## src/rtl/msk_gf4_mul_hpc3_pipe.sv

```systemverilog
// msk_gf4_mul_hpc3_pipe: two-stage masked GF(4) multiplier / squarer,
// HPC3 style, d shares x N lanes, with valid/ready on data, rnd and out.
//
// Ports:
//   clk, nrst                 clock, async active-low reset (control only)
//   in_a0/in_a1, in_b0/in_b1  operand bit-planes, lane k share i at k*d+i
//   in_op                     0 = a*b, 1 = a^2 (no randomness consumed)
//   in_valid/in_ready         input handshake
//   rnd, rnd_valid/rnd_ready  fresh randomness, RND_LANE bits per lane
//   out0/out1                 result bit-planes, same layout as inputs
//   out_valid/out_ready       output handshake
//   busy                      any stage occupied
module msk_gf4_mul_hpc3_pipe #(
  parameter int d = 2,
  parameter int N = 1,
  localparam int RND_LANE = 2 * d * (d - 1)
) (
  input  logic                  clk,
  input  logic                  nrst,
  input  logic [N*d-1:0]        in_a0,
  input  logic [N*d-1:0]        in_a1,
  input  logic [N*d-1:0]        in_b0,
  input  logic [N*d-1:0]        in_b1,
  input  logic                  in_op,
  input  logic                  in_valid,
  output logic                  in_ready,
  input  logic [N*RND_LANE-1:0] rnd,
  input  logic                  rnd_valid,
  output logic                  rnd_ready,
  output logic [N*d-1:0]        out0,
  output logic [N*d-1:0]        out1,
  output logic                  out_valid,
  input  logic                  out_ready,
  output logic                  busy
);

  localparam int NP    = d - 1;
  localparam int NPAIR = d * (d - 1) / 2;
  localparam int HALF  = RND_LANE / 2;

  typedef logic [1:0] gf4_t;

  // Normal-basis GF(4) product, {e1,e0} = e1*W + e0*W^2.
  function automatic gf4_t gf_mul(gf4_t x, gf4_t y);
    logic t;
    t = (x[1] ^ x[0]) & (y[1] ^ y[0]);
    return {(x[1] & y[1]) ^ t, (x[0] & y[0]) ^ t};
  endfunction

  // Index of the unordered share pair {i,j} in the rnd halves.
  function automatic int pair_off(int i, int j);
    int lo;
    int hi;
    lo = (i < j) ? i : j;
    hi = (i < j) ? j : i;
    return lo * d - lo * (lo + 1) / 2 + (hi - 1 - lo);
  endfunction

  // Slot of partner j among the d-1 partners of share i.
  function automatic int jx(int i, int j);
    return (j < i) ? j : j - 1;
  endfunction

  gf4_t [N-1:0][d-1:0]          a_d;
  gf4_t [N-1:0][d-1:0]          b_d;
  gf4_t [N-1:0][NPAIR-1:0]      r0;
  gf4_t [N-1:0][NPAIR-1:0]      r1;
  gf4_t [N-1:0][d-1:0][NP-1:0]  u_d;
  gf4_t [N-1:0][d-1:0][NP-1:0]  v_d;
  gf4_t [N-1:0][d-1:0][NP-1:0]  u_q;
  gf4_t [N-1:0][d-1:0][NP-1:0]  v_q;
  gf4_t [N-1:0][d-1:0]          a_q;
  gf4_t [N-1:0][d-1:0]          o_d;
  gf4_t [N-1:0][d-1:0]          o_q;
  logic                         op_q;

  logic s1_valid;
  logic s2_valid;
  logic s1_open;
  logic s2_open;
  logic xfer;
  logic s2_load;

  assign s2_open   = !s2_valid | out_ready;
  assign s1_open   = !s1_valid | s2_open;
  assign in_ready  = nrst & s1_open & (rnd_valid | in_op);
  assign xfer      = in_valid & in_ready;
  assign rnd_ready = xfer & !in_op;
  assign s2_load   = s1_valid & s2_open;
  assign out_valid = s2_valid;
  assign busy      = s1_valid | s2_valid;

  always_comb begin
    a_d = '0;
    b_d = '0;
    r0  = '0;
    r1  = '0;
    for (int k = 0; k < N; k++) begin
      for (int i = 0; i < d; i++) begin
        a_d[k][i] = {in_a1[k*d+i], in_a0[k*d+i]};
        b_d[k][i] = {in_b1[k*d+i], in_b0[k*d+i]};
      end
      for (int p = 0; p < NPAIR; p++) begin
        r0[k][p] = rnd[k*RND_LANE + 2*p +: 2];
        r1[k][p] = rnd[k*RND_LANE + HALF + 2*p +: 2];
      end
    end
  end

  // Stage 1: cross terms with fresh masks; the a_i*b_i term
  // is folded into the first partner slot only.
  always_comb begin
    u_d = '0;
    v_d = '0;
    for (int k = 0; k < N; k++) begin
      for (int i = 0; i < d; i++) begin
        for (int j = 0; j < d; j++) begin
          if (j != i) begin
            u_d[k][i][jx(i, j)] = in_op ? '0 :
              gf_mul(a_d[k][i],
                     r0[k][pair_off(i, j)] ^
                     ((jx(i, j) == 0) ? b_d[k][i] : '0))
              ^ r1[k][pair_off(i, j)];
            v_d[k][i][jx(i, j)] = in_op ? '0 :
              b_d[k][j] ^ r0[k][pair_off(i, j)];
          end
        end
      end
    end
  end

  // Stage 2: compress each share's terms using the registered a_i.
  always_comb begin
    o_d = '0;
    for (int k = 0; k < N; k++) begin
      for (int i = 0; i < d; i++) begin
        for (int j = 0; j < NP; j++) begin
          o_d[k][i] = o_d[k][i] ^ u_q[k][i][j]
                    ^ gf_mul(a_q[k][i], v_q[k][i][j]);
        end
        if (op_q) begin
          o_d[k][i] = {a_q[k][i][0], a_q[k][i][1]};
        end
      end
    end
  end

  always_comb begin
    out0 = '0;
    out1 = '0;
    for (int k = 0; k < N; k++) begin
      for (int i = 0; i < d; i++) begin
        out1[k*d+i] = o_q[k][i][1];
        out0[k*d+i] = o_q[k][i][0];
      end
    end
  end

  always_ff @(posedge clk or negedge nrst) begin
    if (!nrst) begin
      s1_valid <= 1'b0;
      s2_valid <= 1'b0;
    end else begin
      if (xfer) begin
        s1_valid <= 1'b1;
      end else if (s2_open) begin
        s1_valid <= 1'b0;
      end
      if (s2_open) begin
        s2_valid <= s1_valid;
      end
    end
  end

  // Share registers: enable only, never reset or cleared.
  always_ff @(posedge clk) begin
    if (xfer) begin
      u_q  <= u_d;
      v_q  <= v_d;
      a_q  <= a_d;
      op_q <= in_op;
    end
    if (s2_load) begin
      o_q <= o_d;
    end
  end

endmodule

```

## config.mk

```make
export PLATFORM = sky130hd
export DESIGN_NAME = msk_gf4_mul_hpc3_pipe
export DESIGN_NICKNAME = d
export VERILOG_FILES = /design/src/rtl/msk_gf4_mul_hpc3_pipe.sv
export SDC_FILE = /design/constraint.sdc
export NUM_CORES = 1
export LEC_CHECK = 0
export ABC_AREA = 1
export BUFFER_PORTS_ARGS = -buffer_cell sky130_fd_sc_hd__buf_2
export CAP_MARGIN = 20
export CORE_UTILIZATION = 55
export CTS_BUF_LIST = sky130_fd_sc_hd__clkbuf_8
export DETAILED_ROUTE_END_ITERATION = 16
export PLACE_DENSITY = 0.87
export SYNTH_ARGS = -nofsm -noshare
export SYNTH_HDL_FRONTEND = slang
export SYNTH_SLANG_ARGS = --single-unit
```

## constraint.sdc

```tcl
create_clock -name clk -period 1.38 [get_ports clk]
set_input_delay 0.345 -clock clk [delete_from_list [all_inputs] [get_ports clk]]
set_output_delay 0.345 -clock clk [all_outputs]
set_load 0.02 [all_outputs]
```

==> flow_summary.json <==
{
  "fin_ws_ns": -0.143,
  "layout.cells.non_filler": 221,
  "port_buffers": 25,
  "drive_gt1_frac": 0.304,
  "synth.top_cell.area_share": 0.419,
  "ctsRootBufferMaster": "clkbuf_8",
  "grtUsageTotal": 0.244,
  "dieArea_mm2": 0.00241,
  "wl_um": 2410,
  "rsz0062_at_grt": "yes",
  "route.met3.wl_um": 51,
  "grt_pass1_wl_um": 4420,
  "die_h_um": 49.0,
  "cap_violations": 0,
  "dieWidth_um": 49.0,
  "antenna_found_initial": 0,
  "netlist_area_mm2": 0.00122,
  "path_clk_slew_ns": 0.07,
  "clock_skew_ns": 0.00358,
  "grt-ovfl-total": 0,
  "leakagePower_nw": 0.802,
  "placed_cells": 213,
  "cts_sinks": 19,
  "synth_warnings": 0,
  "syn_nets": 175,
  "synth.area.top_cells": "edfxtp_1, nand2_1, xor2_1, inv_1, nand2_2",
  "power_density_mw_per_mm2": 920,
  "top_layer_used": "met4",
  "grt_max_degree": 14,
  "timing.fmax_ghz": 0.656,
  "cts_htree_levels": 1,
  "endpoint_kind": "output port",
  "io_pins": 26,
  "maxSlewHeadroom": 0.830,
  "start_util": 0.602,
  "hpwlAfterDp_um": 1830,
  "ant_nets": 0,
  "coreArea_mm2": 0.00202,
  "syn_inst": 157,
  "grt_pass1_vias": 1137,
  "num_rows": 16,
  "min_period_ns": 1.52,
  "routed_via_density": 4.92,
  "setup_tns_ns": -0.366,
  "hold_viol_final": 0,
  "vias": 1087,
  "wire_per_inst_um": 10.9,
  "place.gp.congestion": 0.768,
  "wl_met1_um": 912,
  "cts_buffers": 3,
  "cts_tree": "yes",
  "diodes": 0,
  "final_nets": 213,
  "violations": "negative setup slack",
  "yosys_register_bits": 19,
  "worst_pin_slew_ns": 0.254,
  "cp.required_ns": 1.03,
  "critPathKind": "reg2out",
  "first_iter_violations": 20,
  "synth_cell_types": 16,
  "critPathArrivalTime_ns": 1.18,
  "finalSetupViolCount": 3,
  "worstSkewPairLatency_ns": 0.25,
  "synth-seq-area-share": 0.460,
  "status": "finished with violations",
  "worstPathMaxFanout": 4,
  "first_pass_iters": 4,
  "clk_path_buf_depth": 2,
  "syn_to_final_growth_pct": 25.4,
  "power_w": 0.00141,
  "hp-class": "in2reg",
  "crit_path_start_kind": "flop",
  "ir_drop_v": 0.000613,
  "period_share": 1.10,
  "wl_met2_um": 1350,
  "synth_largest_area_cell": "edfxtp_1",
  "n_fill_cell": 151,
  "syn_avg_cell_area_um2": 7.75,
  "drc": 0,
  "finalMaxSlewViolations": 0
}
==> final timing paths <==
path	slack [ns]	end	cells past startpoint	startpoint
max in group asynchronous	0.76	out_valid$_DFFE_PN0P_	3	nrst
min in group asynchronous	0.52	s1_valid$_DFFE_PN0P_	3	nrst
max	-0.14	busy	3	out_valid$_DFFE_PN0P_
min	0.33	a_q[1]$_DFFE_PP_	1	in_a1[0]
max reg2reg	0.10	u_q[2]$_SDFFCE_PP0P_	4	out_valid$_DFFE_PN0P_
min reg2reg	0.63	out0[1]$_DFFE_PP_	2	a_q[3]$_DFFE_PP_
==> layout make-up <==
cell class,instances,area [µm²],area share
Inverter,27,105,0.0689
Tap cell,27,33.8,0.0221
Clock buffer,3,41.3,0.0270
Clock inverter,1,3.75,0.00246
Multi-Input combinational cell,111,578,0.379
Timing Repair Buffer,33,203,0.133
Sequential cell,19,562,0.368
==> cells by family after synthesis <==
family	synth area share
AND/OR/NAND/NOR	0.361
buffers and inverters	0.0843
flip-flops	0.460
XOR/XNOR	0.0719
AO/OA/AOI/OAI	0.0226
==> worst max-delay path, cell delays in order, from the launching register on <==
cell,delay [ns]
dfrtp_2,0.43
buf_4,0.15
or2_1,0.22
buf_6,0.13
==> Yosys cell counts (all sizes together) <==
cell type,number
or2,1
clkinv,1
nor2,13
nand2,69
dfrtp,2
a21oi,1
xor2,10
edfxtp,17
nand3,10
nand4,4
o21ai,2
a31oi,1
inv,26
==> routing by layer <==
metal  GRT usage  vias to the layer above
met3      0.0187                       10
met5           0                        -
li1            -                      566
met2       0.495                       27
met1       0.227                      484
met4       0.157                        0
==> flip-flops by register name, indices dropped and copies added, names as in the netlist <==
register   flops
out1           2
v_q            4
s1_valid       1
a_q            4
op_q           1
out_valid      1
u_q            4
out0           2
==> stage by stage <==
step / hold slack [ns] / setup slack (ns) / utilization / instance area, µm²
final: 0.325 / -0.143 / 0.755 / 1530
after detailed placement: 0.231 / -0.0813 / 0.707 / 1430
after global placement: 0.225 / -0.0102 / 0.707 / 1430
after CTS: 0.317 / -0.155 / 0.755 / 1530
after global routing: 0.335 / -0.180 / 0.755 / 1530
after floorplan: 0.0494 / 0.0307 / - / 1240
==> placed cells by master (no fill, tap or decap), types with 2 or more instances in the layout <==
cell	netlist	final
buf_4	0	8
nand3_1	8	8
nand4_1	4	4
buf_6	0	2
edfxtp_1	17	17
buf_2	0	22
clkbuf_8	0	3
inv_1	20	20
nor2_1	13	12
nand2_2	10	10
o21ai_1	2	2
inv_2	6	6
nand3_4	2	2
nand2_1	59	58
xor2_1	10	10
==> power breakdown <==
group / total [W] / switching [W] / internal (W)
sequential: 0.000690 / 0.0000205 / 0.000669
combinational: 0.000342 / 0.000205 / 0.000137
clock: 0.000373 / 0.000176 / 0.000197
total: 0.00141 / 0.000402 / 0.00100
==> what timing repair did <==
| item | 4_1_cts | 5_1_grt |
|---|---|---|
| endpoints found under the setup margin | 3 | 4 |
| resized for setup | 6 | 0 |
| cloned | 0 | 0 |
| setup buffers | 3 | 0 |
| hold endpoints to repair | 2 | 0 |
| hold buffers | 1 | 0 |
| pin swaps | 3 | 3 |
Power figures use the tool's default switching activity.
